===== config.mk =====
export PLATFORM = sky130hd
export DESIGN_NAME = jtag_user_dr
export DESIGN_NICKNAME = d
export VERILOG_FILES = /design/src/rtl/jtag_user_dr.sv
export SDC_FILE = /design/constraint.sdc
export NUM_CORES = 1
export LEC_CHECK = 0
export CELL_PAD_IN_SITES_DETAIL_PLACEMENT = 1
export CELL_PAD_IN_SITES_GLOBAL_PLACEMENT = 2
export CORE_UTILIZATION = 33
export CTS_CLUSTER_SIZE = 14
export DETAILED_ROUTE_END_ITERATION = 12
export PLACE_DENSITY_LB_ADDON = 0.1
export SLEW_MARGIN = 15
export SYNTH_ARGS = -nofsm -noshare
export SYNTH_HDL_FRONTEND = slang
export SYNTH_SLANG_ARGS = --single-unit

===== constraint.sdc =====
create_clock -name clk -period 2.25 [get_ports clk]
set_clock_uncertainty 0.15 [all_clocks]
set_input_delay 0.45 -clock clk [delete_from_list [all_inputs] [get_ports clk]]
set_output_delay 0.45 -clock clk [all_outputs]
set_load 0.02 [all_outputs]

===== src/rtl/jtag_user_dr.sv =====
// rtl/jtag_user_dr.sv - JTAG user data register bridged into the system clock domain
module jtag_user_dr #(
   parameter int          DR_WIDTH    = 32,
   parameter logic [7:0]  USER_INST   = 8'h02,
   parameter int          SYNC_STAGES = 2
) (
   input  logic                clk,
   input  logic                reset,
   input  logic                tapo_tck,
   input  logic                tapo_tdi,
   input  logic [7:0]          tapo_inst,
   input  logic                tapo_rst,
   input  logic                tapo_capt,
   input  logic                tapo_shft,
   input  logic                tapo_upd,
   output logic                tapi_tdo,
   input  logic [DR_WIDTH-1:0] cap_data,
   output logic [DR_WIDTH-1:0] upd_data,
   output logic                upd_valid,
   input  logic                upd_ready,
   output logic                overflow,
   input  logic                overflow_clr
);

   // Bit positions of the TAP signals inside each synchronizer stage.
   localparam int B_TCK  = 0;
   localparam int B_TDI  = 1;
   localparam int B_RST  = 2;
   localparam int B_CAPT = 3;
   localparam int B_SHFT = 4;
   localparam int B_UPD  = 5;

   logic [SYNC_STAGES-1:0][5:0] sync_q, sync_d;
   logic [5:0]                  tap_s;
   logic [7:0]                  inst_q, inst_d;
   logic                        tck_prev_q, tck_prev_d;
   logic                        evt_q, evt_d;
   logic [DR_WIDTH-1:0]         sr_q, sr_d;
   logic                        tdo_q, tdo_d;
   logic [DR_WIDTH-1:0]         upd_data_q, upd_data_d;
   logic                        upd_valid_q, upd_valid_d;
   logic                        overflow_q, overflow_d;
   logic                        sel;
   logic                        ovf_set;

   assign tap_s = sync_q[SYNC_STAGES-1];
   assign sel   = (inst_q == USER_INST);

   // Synchronizer chains for every TAP signal except the quasi-static instruction.
   always_comb begin
      sync_d    = sync_q;
      sync_d[0] = {tapo_upd, tapo_shft, tapo_capt, tapo_rst, tapo_tdi, tapo_tck};
      for (int i = 1; i < SYNC_STAGES; i++) begin
         sync_d[i] = sync_q[i-1];
      end
      inst_d     = tapo_inst;
      tck_prev_d = tap_s[B_TCK];
      evt_d      = tap_s[B_TCK] & ~tck_prev_q;
   end

   // Data register, update port handshake and sticky overflow.
   always_comb begin
      sr_d        = sr_q;
      upd_data_d  = upd_data_q;
      upd_valid_d = upd_valid_q;
      ovf_set     = 1'b0;
      if (upd_valid_q && upd_ready) begin
         upd_valid_d = 1'b0;
      end
      if (tap_s[B_RST]) begin
         // TAP test-logic reset clears only the shift path, never the handed-off word.
         sr_d = '0;
      end else if (evt_q && sel) begin
         if (tap_s[B_CAPT]) begin
            sr_d = cap_data;
         end else if (tap_s[B_SHFT]) begin
            sr_d = {tap_s[B_TDI], sr_q[DR_WIDTH-1:1]};
         end else if (tap_s[B_UPD]) begin
            if (!upd_valid_q || upd_ready) begin
               upd_data_d  = sr_q;
               upd_valid_d = 1'b1;
            end else begin
               ovf_set = 1'b1;
            end
         end
      end
      // A new drop in the same cycle as a clear must remain visible.
      overflow_d = ovf_set | (overflow_q & ~overflow_clr);
      tdo_d      = sel & sr_d[0];
   end

   // State registers with asynchronous active-low reset.
   always_ff @(posedge clk or negedge reset) begin
      if (!reset) begin
         sync_q      <= '0;
         inst_q      <= '0;
         tck_prev_q  <= 1'b0;
         evt_q       <= 1'b0;
         sr_q        <= '0;
         tdo_q       <= 1'b0;
         upd_data_q  <= '0;
         upd_valid_q <= 1'b0;
         overflow_q  <= 1'b0;
      end else begin
         sync_q      <= sync_d;
         inst_q      <= inst_d;
         tck_prev_q  <= tck_prev_d;
         evt_q       <= evt_d;
         sr_q        <= sr_d;
         tdo_q       <= tdo_d;
         upd_data_q  <= upd_data_d;
         upd_valid_q <= upd_valid_d;
         overflow_q  <= overflow_d;
      end
   end

   assign tapi_tdo  = tdo_q;
   assign upd_data  = upd_data_q;
   assign upd_valid = upd_valid_q;
   assign overflow  = overflow_q;

endmodule

### Word level (Yosys, flattened, before mapping)

Index checks and enable logic that the tools add are counted.

| operators by class | value |
|---|---|
| bitwise operators | 9 |
| reductions and logical operators | 8 |
| equality and inequality tests | 1 |
| muxes and demuxes | 17 |

Operators with widths:

| kind | number |
|---|---|
| 32-bit 2-to-1 mux | 4 |
| 1-bit 2-to-1 mux | 13 |
| 8-bit by 2-bit == test with 1-bit output (second input constant) | 1 |
| 6-bit AND reduction | 1 |
| 1-bit NOT | 5 |
| 1-bit AND | 3 |
| 3-bit nonzero test | 1 |
| 1-bit logical AND | 2 |
| 2-bit AND reduction | 1 |
| 2-bit nonzero test | 1 |
| 1-bit zero test | 1 |
| 1-bit logical OR | 1 |
| 1-bit bitwise OR | 1 |

| storage, ports and cells | value |
|---|---|
| logic and storage cells | 46 |
| input bits | 50 |
| flip-flop bits (word level) | 89 |

### Longest topological paths before layout

Gate-level depths: netlist of run 1.

| depth | value |
|---|---|
| depth after elaboration | 9 |
| depth in mapped cells | 6 |

### Least setup slack after synthesis of run 1

No wires, ideal clock.

| path | value |
|---|---|
| path kind | register to register |
| start point | register inst_q[5] |
| end point | register upd_data_q[10], in the netlist upd_data[10] |
| cell stages (with the launch flop) | 6 |
| required time | 1975 ps |
| arrival time | 1432 ps |
| slack | 543 ps |
| setup time | 125 ps |
| buffers on the path | 1 |
| cell sequence | dfrtp_1 > nor4_4 > and2_4 > nand2_8 > buf_12 > mux2_4 |

| on the way | value |
|---|---|
| word-level cells in the longest chain between the ends | 3 |

Ends and longest elaborated chain:

| what | line | RTL |
|---|---|---|
| start, declared | 35 | `logic [7:0] inst_q, inst_d;` |
| start signal, assigned | 106 | `inst_q <= inst_d;` |
| 8-bit by 2-bit == test with 1-bit output | 47 | `assign sel = (inst_q == USER_INST);` |
| 1-bit logical AND | 73 | `end else if (evt_q && sel) begin` |
| 6-bit AND reduction (no line) | n/a |  |
| end signal, assigned | 111 | `upd_data_q <= upd_data_d;` |
| end, declared | 40 | `logic [DR_WIDTH-1:0] upd_data_q, upd_data_d;` |

No other way between the ends.
A chain may end at the register's enable or synchronous reset.

### Final worst setup path of run 1

| path | value |
|---|---|
| start point | register upd_data_q[1], in the netlist upd_data[1] |
| end point | output port upd_data[1] |

RTL lines:

| what | line | RTL |
|---|---|---|
| end, declared | 18 | `output logic [DR_WIDTH-1:0] upd_data,` |

No word-level cell between the ends.

==> metrics.md, run 1 <==
| Metric | Value |
|---|---|
| Outcome | `completed` |
| Clock root buffer | `clkbuf_8` |
| Synth area leaders | `dfrtp_1 (62%), mux2_4 (13%), a22oi_1 (6.3%)` |
| FF-to-FF setup slack | `~0.4 ns` |
| Post-synth EDFFs | `0` |
| Fmax achieved | `506.2 MHz` |
| Setup ws final | `0.2743 ns` |
| Netlist cell types | `31` |
| Worst Tran Pin Value | `a little over 0.5 ns` |
| Iter 0 DRT Violations | `45` |
| Max-slew headroom | `approximately 66%` |
| Hold-fix buffers at CTS | `1` |
| Synth Flop Type | `dfrtp_1` |
| Peak supply drop | `about 0.43 mV` |
| Critical Path Slowest Stage Cell | `clkdlybuf4s50_1` |
| Asr flop ratio synth | `100.0%` |
| Post-cts resize count | `0` |
| Share of layout cells above drive strength 1 | `19.38%` |
| Clock tree buffer depth | `2` |
| FP Rows | `37` |
| Largest net degree at the start of global routing | `40` |
| Non-Filler Instances | `492` |
| Initial Utilization | `34.27%` |
| Period utilization | `87.81%` |
| Die area | `roughly 11000 sq um` |
| Hold Fails Final Rpt | `0` |
| IO Port Bufs | `84` |
| Kind of end point of the critical path | `output pin` |
| CTS Sinks | `89` |
| Worst-path clk slew | `0.09 ns` |
| Fillers | `1080` |
| WL/cell | `16.14 microns` |
| Final core utilization | `46.38%` |
| Io pins | `85` |
| DP HPWL | `5.392 mm` |
| GRT overflow | `0` |
| Later-pin clock latency in the skew report | `0.35 ns` |
| Reg2reg end | `upd_data[16]` |
| Crit-path max FO | `2` |
| Post-CTS setup buffer count | `0` |
| Fin area | `4831 sq um` |
| Vias in the first global route | `2592` |
| Die Wd | `between 100 and 150 microns` |
| Total track usage | `15.47%` |
| CORE AREA | `10420 sq um` |
| Syn Nets | `around 300` |
| Req. time, crit path | `1.65 ns` |
| Post-route DRC | `0` |
| CP arrival | `1.38 ns` |
| Ys Warns | `0` |
| Drt via density | `4.785` |
| Nets | `401` |
| Number of H-tree branching levels | `3` |
| Hold WS | `0.2081 ns` |
| Top cell family by delay on the critical path | `buffers and inverters` |
| Worst hold start | `sync_d[11]` |
| Seq/Total Area, Yosys | `62.39%` |
| HP Class | `reg2reg` |
| Yosys top cell area share | `62.39%` |
| Post-synth top cells | `dfrtp_1 (89), nand2_1 (34), a22oi_1 (30), mux2_4 (30), o21ai_0 (26)` |
| Overall power | `~3 mW` |
| Synth area leader | `dfrtp_1` |
| Setup violators final | `0` |
| Worst slack, placed | `0.07775 ns` |
| Unrepaired setup endpoints after global routing | `no` |
| Num CTS Buffers | `9` |
| Pre-antenna DRT Iters | `4` |
| First-pass GRT wire length | `13.44 mm` |
| Initial antenna violation count | `0` |
| # diodes | `0` |
| Syn Area/Cell | `13.78 sq um` |
| Final wirelength | `7.941 mm` |
| Synthesis-to-layout area growth | `35.33%` |
| Setup TNS Final | `0 ns` |
| CTS tree | `yes` |
| Final Max Tran Viols | `0` |
| Worst path buffer plus inverter count | `1` |
| Reg2reg path depth | `5` |
| LEAKAGE | `2.163 nW` |
| Mapped cell area | `~3600 sq um` |
| Die H | `106.0 microns` |
| #FFs+latches synth | `89` |
| Cells after DPL | `approximately 480` |
| Min-Delay Path Depth | `0` |
| Cell Chain, Critical Path | `clkdlybuf4s50_1` |
| Fin crit period | `1.976 ns` |
| Power Dens Cells | `638.2 nW/um^2` |
| Placed Area | `4596 sq um` |
| Max-Cap Viols | `0` |
| CP Class | `reg2out` |
| GP Congestion | `0.7132` |
| Antenna-violating nets left | `0` |
| RR Startpoint | `inst_q[5]` |
| Slowest stage delay, CP | `approximately 0.63 ns` |
| Startpoint Class | `flip-flop` |
| Hold path endpoint | `tap_s[5]` |
| Mapped Cells | `259` |
| Via count | `2354` |
| Most frequent cell after synthesis | `dfrtp_1` |
## registers in the layout, summed over array words and instances (netlist names)
| signal | count |
|---|---|
| sync_d | 6 |
| tap_s | 6 |
| evt_q | 1 |
| tapi_tdo | 1 |
| sr_q | 32 |
| overflow | 1 |
| upd_data | 32 |
| tck_prev_q | 1 |
| upd_valid | 1 |
| inst_q | 8 |
## area by class of cell
type | count | area, sq um | share of cell area, %
clock buffers | 9 | 123.9 | 2.564
clock inverters | 7 | 101.3 | 2.098
inverters | 1 | 3.754 | 0.07770
multi-input cells | 153 | 1216 | 25.17
flip-flops and latches | 89 | 2227 | 46.10
well taps | 136 | 170.2 | 3.522
repair buffers | 97 | 988.4 | 20.46
## power by group
group	total, mW	internal, mW	switching, mW	leakage, nW
sequential	1.63	1.62	0.0135	1.19
combinational	0.202	0.113	0.0896	0.862
clock	1.25	0.638	0.612	0.107
total	3.08	2.37	0.715	2.16
## per-layer routing
metal / vias to the layer above / track usage [%] / routed length, microns
met1: 1188 / 21.31 / 3903
met3: 6 / 3.679 / 304
met4: 0 / 4.464 / 77
met2: 60 / 24.28 / 3656
met5: - / 0 / 0
li1: 1100 / - / -
## cells in the final DEF (no fill, tap or decap), types with 3 or more instances in the layout
| master | count |
|---|---|
| nand2_1 | 34 |
| buf_4 | 9 |
| buf_12 | 4 |
| o21ai_0 | 26 |
| clkbuf_8 | 9 |
| inv_6 | 3 |
| dfrtp_1 | 89 |
| o21ai_1 | 5 |
| mux2_4 | 30 |
| a22oi_1 | 30 |
| clkdlybuf4s50_1 | 83 |
## kinds of logic (layout without fill, tap and decap cells)
family	after synthesis	in the layout	share of synthesized area (%)
buf+inv	17	114	3.925
mux	32	32	13.25
flops	89	89	62.39
simple gates	54	54	8.447
compound gates	67	67	11.99
## worst register-to-register path: cells and delay by family (launching register included)
kind	cells	cell delay, ns
buf+inv	1	0.16
flops	1	0.40
mux	1	0.32
simple gates	3	0.72
## worst max path at each step
stage,startpoint,endpoint,slack [ns],cells past startpoint
after global placement,upd_ready,upd_data[13],0.1,6
final,upd_data[1],upd_data[1],0.27,1
after global routing,upd_data[1],upd_data[1],0.22,1
after CTS,upd_data[1],upd_data[1],0.26,1
after floorplan,inst_q[5],upd_data[10],0.54,5
after detailed placement,upd_ready,upd_data[16],0.08,6
No activity file was read; power rests on OpenSTA's default activity.
==> run 2: changes to the inputs <==
--- a/config.mk
+++ b/config.mk
@@ -5,6 +5,7 @@
 export SDC_FILE = /design/constraint.sdc
 export NUM_CORES = 1
 export LEC_CHECK = 0
+export ABC_CLOCK_PERIOD_IN_PS = 1850
 export CELL_PAD_IN_SITES_DETAIL_PLACEMENT = 1
 export CELL_PAD_IN_SITES_GLOBAL_PLACEMENT = 2
 export CORE_UTILIZATION = 33
==> constraint.sdc (replaced) <==
create_clock -name clk -period 1.85 [get_ports clk]
set_clock_uncertainty 0.15 [all_clocks]
set_input_delay 0.37 -clock clk [delete_from_list [all_inputs] [get_ports clk]]
set_output_delay 0.37 -clock clk [all_outputs]
set_load 0.02 [all_outputs]
==> metrics.md, run 2 (synthesis results as in run 1) <==
| Metric | Value |
|---|---|
| Outcome | `completed` |
| Share of layout cells above drive strength 1 | `20.94% (+1.6 points)` |
| Internal Power | `3.030 mW (+28%)` |
| Fin area | `4922 sq um (+1.9%)` |
| Reg2reg path depth | `5 (unchanged)` |
| Setup ws final | `0.08304 ns (-0.1913 ns)` |
| CP Class | `reg2reg` |
| Die area | `11240 sq um (unchanged)` |
| Nets | `408 (+1.7%)` |
| Later-pin clock latency in the skew report | `0.36 ns (about the same)` |
| Fmax achieved | `between 500 and 600 MHz` |
| Largest net degree at the start of global routing | `36 (-10%)` |
| HP Class | `reg2reg` |
| FP Rows | `37 (unchanged)` |
| Startpoint Class | `flip-flop` |
| GRT overflow | `0 (unchanged)` |
| Fillers | `1114 (+3.1%)` |
| Multi-input logic area | `1216 sq um (unchanged)` |
| WL/cell | `16.69 microns (+3.4%)` |
| Pre-antenna DRT Iters | `4 (unchanged)` |
| Min-Delay Path Depth | `0 (unchanged)` |
| Final Max Tran Viols | `0 (unchanged)` |
| Top cell family by delay on the critical path | `simple AND/OR/NAND/NOR gates` |
| Fin crit period | `1.767 ns` |
| Cell Chain, Critical Path | `nor4b_4 -> and2_4 -> nand2_8 -> buf_12 -> mux2_4` |
| Worst hold start | `sync_d[11]` |
| Vias in the first global route | `2575 (-0.66%)` |
| Worst Tran Pin Value | `0.4150 ns (-0.09734 ns)` |
| Max-slew headroom | `72.33% (+6.5 points)` |
| DP HPWL | `5.749 mm (+6.6%)` |
| Die Wd | `106.0 microns (unchanged)` |
| Peak supply drop | `0.3901 mV (-9.7%)` |
| Clock root buffer | `clkbuf_8` |
| Hold Fails Final Rpt | `0 (unchanged)` |
| Sw Pwr | `862.0 uW (+21%)` |
| Sequential power share | `50.9% (-2.0 points)` |
| Total track usage | `16.30% (+0.82 points)` |
| Initial Utilization | `34.27% (unchanged)` |
| FF+latch area | `2227 sq um (unchanged)` |
| Critical Path Slowest Stage Cell | `dfrtp_1` |
| Period utilization | `95.51%` |
| Worst path buffer plus inverter count | `1 (unchanged)` |
| Number of H-tree branching levels | `3 (unchanged)` |
| Cell depth of the worst setup path | `5 (+4)` |
| Overall power | `3.892 mW (+26%)` |
| LEAKAGE | `2.479 nW (+15%)` |
| Worst-path clk slew | `0.09 ns (about the same)` |
| Worst slack, placed | `-0.2257 ns (-0.3034 ns)` |
| CORE AREA | `10420 sq um (unchanged)` |
| CTS tree | `yes` |
| Clock power share | `42.2% (+1.7 points)` |
| Initial antenna violation count | `0 (unchanged)` |
| Power Dens Cells | `790.7 nW/um^2 (+24%)` |
| Kind of end point of the critical path | `flip-flop` |
| GP Congestion | `0.7101 (-0.43%)` |
| Setup TNS Final | `0 ns (unchanged)` |
| Die H | `106.0 microns (unchanged)` |
| RR Startpoint | `inst_q[0]` |
| CTS Sinks | `89 (unchanged)` |
| Clock tree buffer depth | `2 (unchanged)` |
| Via count | `2373 (+0.81%)` |
| Final core utilization | `47.26% (+0.88 points)` |
| IO Port Bufs | `84 (unchanged)` |
| Post-route DRC | `0 (unchanged)` |
| Reg2reg end | `upd_data[23]` |
| Hold path endpoint | `tap_s[5]` |
| First-pass GRT wire length | `13.85 mm (+3.0%)` |
| Iter 0 DRT Violations | `73 (+62%)` |
| Io pins | `85 (unchanged)` |
| Max-Cap Viols | `0 (unchanged)` |
| Comb pwr share | `6.9% (+0.3 points)` |
| Synthesis-to-layout area growth | `37.89%` |
| Drt via density | `4.756 (-0.61%)` |
| Antenna-violating nets left | `0 (unchanged)` |
| CP arrival | `1.86 ns (+0.48 ns)` |
| # diodes | `0 (unchanged)` |
| Crit-path max FO | `16 (+14)` |
| Final wirelength | `8.327 mm (+4.9%)` |
| Slowest stage delay, CP | `0.40 ns (-0.23 ns)` |
| Placed Area | `4678 sq um (+1.8%)` |
| Commonest cells after routing, fill and taps aside | `dfrtp_1 (89), clkdlybuf4s50_1 (48), nand2_1 (34)` |
| Leading cell type in the layout, fill and taps excluded | `dfrtp_1` |
| Unrepaired setup endpoints after global routing | `yes` |
| Switching Fraction | `22.15% (-1.0 points)` |
| Setup violators final | `0 (unchanged)` |
| FF-to-FF setup slack | `0.08 ns (-0.31 ns)` |
| Num CTS Buffers | `9 (unchanged)` |
| Req. time, crit path | `1.94 ns (+0.29 ns)` |
[run 2: cell count changes in the layout (fill, tap and decap cells not counted), sizes merged]
cell,delta
clkdlybuf4s50,-35
dlygate4sd2,+29
buf,+7
dlymetal6s2s,+6
bufinv,+1
clkinvlp,-1
[run 2: metrics by stage]
step           cells  hold slack (ns)
6_report         499           0.2045
5_1_grt          499           0.2174
4_1_cts          498           0.2095
3_5_place_dp     481           0.1754
3_3_place_gp     481           0.1797
2_1_floorplan    259         -0.07559
[run 2: worst reg2reg max path, delay by kind of cell, from the launching register on]
family	cells	cell delay, ns
buffers and inverters	1	0.17
DFF	1	0.40
muxes	1	0.30
and+or+nand+nor	3	0.63
[run 2: what timing repair did]
item	4_1_cts	5_1_grt
buffers inserted	0	1
gates resized for setup	29	6
hold endpoints to repair	26	0
setup endpoints to repair	29	8
pin swaps	0	1
hold buffers	1	0
[run 2: worst max path at each step]
stage	from	to	slack, ns
final	inst_q[0]	upd_data[23]	0.08
after global routing	inst_q[0]	upd_data[23]	-0.001
after CTS	upd_data[24]	upd_data[24]	0.002
after detailed placement	upd_ready	upd_data[13]	-0.23
after global placement	upd_ready	upd_data[31]	-0.22
after floorplan	inst_q[5]	upd_data[10]	0.14
[run 2: power by group through the flow]
stage / logic (mW) / registers [mW] / clock network [mW]
final: 0.268 / 1.98 / 1.64
after global routing: 0.294 / 1.98 / 1.78
after CTS: 0.276 / 1.98 / 1.70
after detailed placement: 0.273 / 2.02 / 0
after global placement: 0.272 / 2.02 / 0
after floorplan: 0.0706 / 2.02 / 0
[run 2: layout make-up]
class,instances,share of cell area (%)
repair buffers,104,21.48
flip-flops and latches,89,45.25
well taps,136,3.457
clock inverters,7,2.517
clock buffers,9,2.517
inverters,1,0.07626
multi-input cells,153,24.71
[run 2: metal layers]
layer	GRT usage, %	share of wire, %
met4	4.762	1.2
met2	26.33	48
met1	21.76	47
met5	0	0
met3	3.924	4.2
